File: src/rtl/pulse_period_meter.sv
// Measures the clk-cycle spacing between rising edges of an asynchronous step
// pulse train, strobing each interval and flagging a stall when edges stop.
module pulse_period_meter #(
    parameter int unsigned     COUNT_BITS = 32,
    parameter longint unsigned TIMEOUT    = 1000000
) (
    input  logic                  clk,
    input  logic                  rst,
    input  logic                  enable,
    input  logic                  inpulse,
    output logic [COUNT_BITS-1:0] period,
    output logic                  period_valid,
    output logic                  stalled,
    output logic [COUNT_BITS-1:0] pulse_count
);

    // S_IDLE: disabled | S_ARMED: waiting for a reference edge | S_MEAS: timing an interval
    typedef enum logic [1:0] {
        S_IDLE  = 2'd0,
        S_ARMED = 2'd1,
        S_MEAS  = 2'd2
    } state_t;

    localparam logic [COUNT_BITS-1:0] TIMEOUT_C = COUNT_BITS'(TIMEOUT);
    localparam logic [COUNT_BITS-1:0] ONE_C     = COUNT_BITS'(1);

    logic                  r_sync1;
    logic                  r_sync2;
    logic                  r_prev;
    logic                  w_rise;

    state_t                r_state;
    state_t                w_state_nxt;
    logic [COUNT_BITS-1:0] r_cnt;
    logic [COUNT_BITS-1:0] w_cnt_nxt;
    logic [COUNT_BITS-1:0] w_cnt_inc;
    logic [COUNT_BITS-1:0] r_period;
    logic [COUNT_BITS-1:0] w_period_nxt;
    logic [COUNT_BITS-1:0] r_pcount;
    logic [COUNT_BITS-1:0] w_pcount_nxt;
    logic                  r_valid;
    logic                  w_valid_nxt;
    logic                  r_stalled;
    logic                  w_stalled_nxt;

    always_ff @(posedge clk or posedge rst) begin
        if (rst) begin
            r_sync1 <= 1'b0;
            r_sync2 <= 1'b0;
            r_prev  <= 1'b0;
        end else begin
            r_sync1 <= inpulse;
            r_sync2 <= r_sync1;
            r_prev  <= r_sync2;
        end
    end

    assign w_rise    = r_sync2 & ~r_prev;
    assign w_cnt_inc = r_cnt + ONE_C;

    always_ff @(posedge clk or posedge rst) begin
        if (rst) begin
            r_state   <= S_IDLE;
            r_cnt     <= '0;
            r_period  <= '0;
            r_pcount  <= '0;
            r_valid   <= 1'b0;
            r_stalled <= 1'b0;
        end else begin
            r_state   <= w_state_nxt;
            r_cnt     <= w_cnt_nxt;
            r_period  <= w_period_nxt;
            r_pcount  <= w_pcount_nxt;
            r_valid   <= w_valid_nxt;
            r_stalled <= w_stalled_nxt;
        end
    end

    // Disable overrides everything, including a coincident edge.
    always_comb begin
        w_state_nxt   = r_state;
        w_cnt_nxt     = r_cnt;
        w_period_nxt  = r_period;
        w_pcount_nxt  = r_pcount;
        w_valid_nxt   = 1'b0;
        w_stalled_nxt = r_stalled;
        if (!enable) begin
            w_state_nxt   = S_IDLE;
            w_cnt_nxt     = '0;
            w_stalled_nxt = 1'b0;
        end else begin
            case (r_state)
                S_IDLE: begin
                    w_state_nxt   = S_ARMED;
                    w_cnt_nxt     = '0;
                    w_stalled_nxt = 1'b0;
                end
                S_ARMED: begin
                    if (w_rise) begin
                        w_state_nxt   = S_MEAS;
                        w_cnt_nxt     = '0;
                        w_stalled_nxt = 1'b0;
                        w_pcount_nxt  = r_pcount + ONE_C;
                    end
                end
                S_MEAS: begin
                    if (w_rise) begin
                        w_period_nxt = w_cnt_inc;
                        w_valid_nxt  = 1'b1;
                        w_cnt_nxt    = '0;
                        w_pcount_nxt = r_pcount + ONE_C;
                    end else if (w_cnt_inc == TIMEOUT_C) begin
                        w_state_nxt   = S_ARMED;
                        w_cnt_nxt     = '0;
                        w_stalled_nxt = 1'b1;
                    end else begin
                        w_cnt_nxt = w_cnt_inc;
                    end
                end
                default: begin
                    w_state_nxt   = S_IDLE;
                    w_cnt_nxt     = '0;
                    w_stalled_nxt = 1'b0;
                end
            endcase
        end
    end

    assign period       = r_period;
    assign period_valid = r_valid;
    assign stalled      = r_stalled;
    assign pulse_count  = r_pcount;

endmodule
File: config.mk
export PLATFORM = sky130hd
export DESIGN_NAME = pulse_period_meter
export DESIGN_NICKNAME = d
export VERILOG_FILES = /design/src/rtl/pulse_period_meter.sv
export SDC_FILE = /design/constraint.sdc
export NUM_CORES = 1
export LEC_CHECK = 0
export ABC_AREA = 1
export BUFFER_PORTS_ARGS = -buffer_cell sky130_fd_sc_hd__buf_2
export CAP_MARGIN = 20
export CORE_MARGIN = 5
export CORE_UTILIZATION = 55
export CTS_BUF_LIST = sky130_fd_sc_hd__clkbuf_8
export DETAILED_ROUTE_END_ITERATION = 8
export PLACE_DENSITY = 0.76
export SYNTH_ARGS = -nofsm -noshare
export SYNTH_HDL_FRONTEND = slang
export SYNTH_SLANG_ARGS = --single-unit
File: constraint.sdc
create_clock -name clk -period 4.4 [get_ports clk]
set_input_delay 0.66 -clock clk [delete_from_list [all_inputs] [get_ports clk]]
set_output_delay 0.66 -clock clk [all_outputs]
set_load 0.01 [all_outputs]
==> results_dict.tcl, run 1 <==
set metrics [dict create \
    vdd_drop_max_mv 0.3226 \
    cp_data_required_time_ns 4.65 \
    relSlewSlack_pct 30.85 \
    slew_violations 0 \
    finalSetupTns_ns 0 \
    globalplace.congestion 0.9229 \
    syn_to_final_growth_pct 12.49 \
    path_class "flip-flop to flip-flop" \
    hpwlAfterDp_mm 9.393 \
    final_nets 771 \
    grt_setup_unrepaired "false" \
    cts_made_buffers 9 \
    antenna_found_initial 0 \
    grt_pass1_vias 4639 \
    synth_seq_cells 103 \
    ant_nets 0 \
    cts_root_buffer "clkbuf_8" \
    fmax_mhz 408.8 \
    crit_fanout 10 \
    drt_iter0_markers 231 \
    vias 4675 \
    clk_pin_slew_worst_paths_ns 0.11 \
    die-width_um 109.2 \
    grt.total_usage_pct 23.60 \
    die_area_um2 11920 \
    antenna_cells 0 \
    wl_per_cell_um 14.31 \
    syn_avg_cell_area_um2 7.828 \
    r2r-start "r_cnt[1]$_DFFE_PP0P_" \
    overflow 0 \
    hp-class "primary input to flip-flop" \
    dieHeight_um 109.2 \
    finalHoldViolCount 0 \
    yosysSeqAreaShare_pct 47.65 \
    arrival_ns 2.69 \
    drc 0 \
    grt_max_degree 72 \
    cts_resized 0 \
    fill_cells 864 \
    finalInstanceArea_um2 6085 \
    synthesis.nets 700 \
    skew_ns 0.01409 \
    clockBufferDepth 2 \
    drive_gt1_share_pct 16.30 \
    cap_violations 0 \
    cts-hold-fix-buffers 0 \
    placed_area_um2 5897 \
    finalCritPeriodShare_pct 55.59 \
    port_buffers 69 \
    r2r-end "r_cnt[0]$_DFFE_PP0P_" \
    layout_commonest_cell "nand2_1" \
    drt_wl_total_mm 12.88 \
    cts_tree "done" \
    synthDistinctLibCells 30 \
    first_pass_iters 5 \
    hold_end "r_sync1$_DFF_PP0_" \
    cts_sinks 103 \
    cts-htree-levels 3 \
    pin_count 70 \
    r2r_slack_ns 1.95 \
    rows 36 \
    setup_viol_count_final 0 \
    netlist_area_um2 5409 \
    p_leak_nw 3.009 \
    netlist_instances 691 \
    ff_latch_area_um2 2577 \
    setup.worst_path.end_class "flip-flop" \
    status "completed" \
    viasPerCell 5.194 \
    startpoint_type "flip-flop" \
    initial_utilization_pct 55.85 \
    clock_latency_ns 0.40 \
    worstMarginPinSlew_ns 1.036 \
    yosysWarnings 0 \
    multiInputGateArea_um2 2452 \
    min_path_cells 1 \
    hold_start "inpulse" \
    cts_setup_buffers 0 \
    layout_min_cycle_time_ns 2.446 \
    grt_pass1_wl_mm 22.03 \
    power_density_nw_per_um2 295.5 \
    reg2reg_depth 12 \
    final_cell_mix "nand2_1 (198), dfrtp_1 (103), inv_1 (87)" \
    coreArea_um2 9684 \
]
==> cells in the mapped netlist, drive strengths merged <==
cell type | number | area, µm²
nand4 | 12 | 81.33
a31oi | 3 | 18.77
inv | 89 | 334.1
o22ai | 22 | 137.6
clkinv | 1 | 3.750
nor3 | 8 | 56.31
dfrtp | 103 | 2577
clkbuf | 11 | 41.29
xor2 | 16 | 140.1
nor2 | 100 | 476.7
xnor2 | 16 | 140.1
ha | 5 | 62.56
nand3 | 44 | 237.7
a21oi | 1 | 5.000
o21ai | 45 | 225.2
nand2 | 211 | 839.6
nor4 | 1 | 12.51
and2 | 3 | 18.77
==> layer usage <==
metal / GRT usage [%] / wire length, µm
met1: 30.46 / 5681
met2: 38.29 / 6189
met3: 6.157 / 684
met4: 8.816 / 321
met5: 0 / 0
==> flip-flops by register name (all words and copies together), names as in the netlist <==
signal	cells
r_state	2
stalled	1
r_sync2	1
period	32
r_cnt	32
period_valid	1
pulse_count	32
r_prev	1
r_sync1	1
==> through the flow <==
| step | utilization, % | setup WS, ns | std cells | hold WS (ns) | total power, mW |
|---|---|---|---|---|---|
| 2_1_floorplan | - | 1.036 | 691 | 0.3312 | 1.161 |
| 3_3_place_gp | 60.89 | 1.970 | 884 | 0.3321 | 1.224 |
| 3_5_place_dp | 60.89 | 1.879 | 884 | 0.3411 | 1.233 |
| 4_1_cts | 62.83 | 1.965 | 900 | 0.3393 | 1.821 |
| 5_1_grt | 62.83 | 1.715 | 900 | 0.3339 | 1.891 |
| 6_report | 62.83 | 1.954 | 900 | 0.3583 | 1.798 |
==> power by group <==
group          switching, mW  internal, mW  leakage (nW)  total [mW]
Combinational          0.128        0.0629          1.51       0.190
Sequential            0.0345         0.986          1.40        1.02
Clock                  0.368         0.219        0.0956       0.587
Total                  0.530          1.27          3.01        1.80
==> area by class of cell <==
cell class / instances / area share [%]
flip-flops and latches: 103 / 42.36
multi-input cells: 487 / 40.30
repair buffers: 71 / 5.922
inverters: 90 / 5.593
well taps: 133 / 2.735
clock buffers: 9 / 2.036
clock inverters: 7 / 1.049
==> worst max-delay path: stages, from the launching register on <==
cell	delay, ns
dfrtp_1	0.46
ha_1	0.24
nand2_2	0.11
nor2_8	0.22
nand2_4	0.09
nor2_4	0.21
nand2_1	0.10
nand2_1	0.15
nand4_1	0.12
nor2_2	0.18
nand3_4	0.18
nand3_1	0.12
o21ai_0	0.11
==> worst max path at each step <==
stage,from,to,depth (start not counted),slack [ns]
finish,r_cnt[1]$_DFFE_PP0P_,r_cnt[0]$_DFFE_PP0P_,12,1.95
global route,r_cnt[1]$_DFFE_PP0P_,r_cnt[0]$_DFFE_PP0P_,12,1.71
CTS,r_state[0]$_DFFE_PP0P_,pulse_count[22]$_DFFE_PP0P_,13,1.96
detailed placement,enable,r_cnt[0]$_DFFE_PP0P_,8,1.88
global placement,enable,r_cnt[18]$_DFFE_PP0P_,8,1.97
floorplan,rst,period[0]$_DFFE_PP0P_,1,1.04
==> logic make-up (layout without fill, tap and decap cells) <==
group | count (synthesis) | after routing | share of synthesized area (%)
flops | 103 | 103 | 47.65
compound gates | 71 | 71 | 7.148
fa+ha+maj | 5 | 5 | 1.157
xor+xnor | 32 | 32 | 5.181
buf+inv | 101 | 177 | 7.009
simple gates | 379 | 379 | 31.85
Note: power is estimated with default switching activity, not from simulation.
==> run 2: changes to the inputs <==
ABC_AREA = 0   (was 1)
CORE_UTILIZATION = 54   (was 55)
PLACE_DENSITY = 0.78   (was 0.76)
clock period = 2 ns   (was 4.4 ns; I/O delays follow)
==> run 2 against run 1 <==
Compared with the run above: the flow now finishes with violations (setup timing); utilization up 20 points; clock skew up 0.0058 ns; synthesized area rose by 1.9%; wire length up 45%; sequential cell count is the same; worst setup slack lost 2.8 ns; global-route usage increased by 4.4 points; combinational power grew 120%; clock power grew to 2.6 times the previous value; non-clock buffer count up 178; cell count grew 6.0%; register-to-register slack worse by 2.8 ns; largest power group unchanged.
==> results_dict.tcl, run 2 <==
set metrics [dict create \
    path_class "flip-flop to flip-flop" \
    cp_data_required_time_ns 2.23 \
    synth_top_family_by_area "simple AND/OR/NAND/NOR gates" \
    first_pass_iters 6 \
    synthAdderAreaFrac_pct 1.135 \
    syn_to_final_growth_pct 47.55 \
    die_area_um2 12330 \
    cts_root_buffer "clkbuf_8" \
    netlist_area_um2 5513 \
    overflow 0 \
    viasPerCell 5.945 \
    finalCritPeriodShare_pct 144.2 \
    initial_utilization_pct 55.89 \
    finalInstanceArea_um2 8134 \
    yosysMostFrequentCell "dfrtp_1" \
    cts_made_buffers 9 \
    synth_seq_cells 103 \
    final_util_pct 82.46 \
    yosys-mux-area-fraction_pct 0.8625 \
    arrival_ns 3.12 \
    yosysWarnings 0 \
    drt_wl_total_mm 18.62 \
    cts_sinks 103 \
    relSlewSlack_pct 63.48 \
    final_nets 825 \
    netlist_instances 599 \
    die-width_um 111.0 \
    drc 0 \
    skew_ns 0.01994 \
    worstPathCellList "buf_4 > nand2_2 > or3_1 > or3_4 > a211oi_2 > nand4_1 > a2111oi_4 > buf_4 > buf_12 > nand4b_1 > nand4_1" \
    status "finished, violations left" \
    grt_max_degree 104 \
    finalSetupTns_ns -18.51 \
    antenna_cells 0 \
    violations "setup timing" \
    grt_pass1_wl_mm 28.10 \
    power.total_mw 4.157 \
    worstMarginPinSlew_ns 0.5478 \
    vdd_drop_max_mv 0.3981 \
    dp.cells 886 \
    rows 36 \
    max_stage_delay_ns 0.41 \
    yosysSeqAreaShare_pct 46.75 \
    fill_cells 537 \
    synthTopCellsByCount "dfrtp_1 (103), nand2_1 (89), nand3_1 (48), o21ai_0 (48), xnor2_1 (31)" \
    layout_min_cycle_time_ns 2.884 \
    placed_area_um2 6947 \
    synthesis.nets 608 \
    synth_edf_count 0 \
    coreArea_um2 9864 \
    power_density_nw_per_um2 511.1 \
    layout_commonest_cell "buf_4" \
    finalHoldViolCount 0 \
    p_leak_nw 3.885 \
    syn_avg_cell_area_um2 9.203 \
    drt_iter0_markers 509 \
    grt.total_usage_pct 27.97 \
    startpoint_type "flip-flop" \
    fmax_mhz 346.8 \
    cts-htree-levels 3 \
    synthDistinctLibCells 56 \
    ant_nets 0 \
    antenna_found_initial 0 \
    port_buffers 69 \
    final_cells 954 \
    vias 5672 \
    setup_viol_count_final 52 \
    cap_violations 0 \
    hpwlAfterDp_mm 11.07 \
    layout_setup_ws_ns -0.8836 \
    setup.worst_path.end_class "flip-flop" \
    clock_latency_ns 0.39 \
    ys_top_cells_by_area "dfrtp_1 (47%), nand2_1 (6.1%), xnor2_1 (4.9%)" \
    synthFlopType "dfrtp_1" \
    dieHeight_um 111.0 \
    crit_fanout 7 \
    fin_hold_ws_ns 0.01912 \
    synth_xor_area_share_pct 9.532 \
    synth_compound_area_share_pct 10.37 \
    final_cell_mix "buf_4 (149), dfrtp_1 (91), nand2_1 (82)" \
    hp-class "primary input to flip-flop" \
    grt_setup_unrepaired "true" \
    synth_top_area_share_pct 46.75 \
    globalplace.congestion 0.9296 \
    pin_count 70 \
    grt_pass1_vias 5552 \
    slew_violations 0 \
    pre_cts_ws_ns -0.8154 \
    cts_tree "done" \
    wl_per_cell_um 19.51 \
    drive_gt1_share_pct 46.29 \
    clk_pin_slew_worst_paths_ns 0.10 \
    async_reset_ff_share_pct 100.0 \
    synth-simple-area-share_pct 27.28 \
    synth_area_leader_cell "dfrtp_1" \
    clockBufferDepth 2 \
    cp_slowest_cell "dfrtp_1" \
]
run 2: worst paths after layout:
| kind | startpoint | endpoint | slack [ns] | depth (start not counted) |
|---|---|---|---|---|
| max | r_cnt[14]$_DFFE_PP0P_ | r_state[0]$_DFFE_PP0P_ | -0.88 | 11 |
| min | inpulse | r_sync1$_DFF_PP0_ | 0.02 | 1 |
| max reg2reg | r_cnt[14]$_DFFE_PP0P_ | r_state[0]$_DFFE_PP0P_ | -0.88 | 11 |
| min reg2reg | r_sync1$_DFF_PP0_ | r_sync2$_DFF_PP0_ | 0.38 | 0 |
| max in group asynchronous | rst | r_cnt[1]$_DFFE_PP0P_ | 1.49 | 3 |
| min in group asynchronous | rst | pulse_count[29]$_DFFE_PP0P_ | 0.05 | 3 |
run 2: critical path: cells and delay by family (launching register included):
kind	cells	cell delay [ns]
flip-flops	1	0.41
buffers and inverters	3	0.51
AO/OA/AOI/OAI	2	0.53
AND/OR/NAND/NOR	6	1.29
run 2: where the power goes:
part	total, mW	switching [mW]	leakage [nW]	internal, mW
Clock	1.53	0.779	0.117	0.747
Sequential	2.21	0.0691	1.40	2.14
Combinational	0.424	0.253	2.37	0.172
Total	4.16	1.10	3.89	3.06
run 2: final cells by class:
| class | instances | area [µm²] | area share [%] |
|---|---|---|---|
| Multi-Input combinational cell | 446 | 3273 | 40.24 |
| Sequential cell | 103 | 2592 | 31.87 |
| Timing Repair Buffer | 249 | 1843 | 22.66 |
| Tap cell | 133 | 166.4 | 2.046 |
| Clock buffer | 10 | 137.6 | 1.692 |
| Clock inverter | 6 | 91.34 | 1.123 |
| Inverter | 7 | 30.03 | 0.3692 |
run 2: logic make-up (layout without fill, tap and decap cells):
family,Yosys count,after routing
adders and majority gates,5,5
muxes,4,4
AOI/OAI and AO/OA,91,91
DFF,103,103
buffers and inverters,50,272
and+or+nand+nor,286,286
xor gates and xnor gates,60,60
run 2: routing by layer:
layer / global-route usage [%] / wire [µm] / vias up
li1: - / - / 2551
met1: 34.13 / 7286 / 2775
met2: 49.19 / 9530 / 277
met3: 4.367 / 1058 / 69
met4: 11.76 / 739 / 0
met5: 0 / 0 / -
run 2: repair_timing:
item / in CTS / in global routing
endpoints found under the setup margin: 52 / 69
hold buffers: 0 / 0
resized for setup: 65 / 82
pin swaps: 41 / 50
buffers inserted: 39 / 31
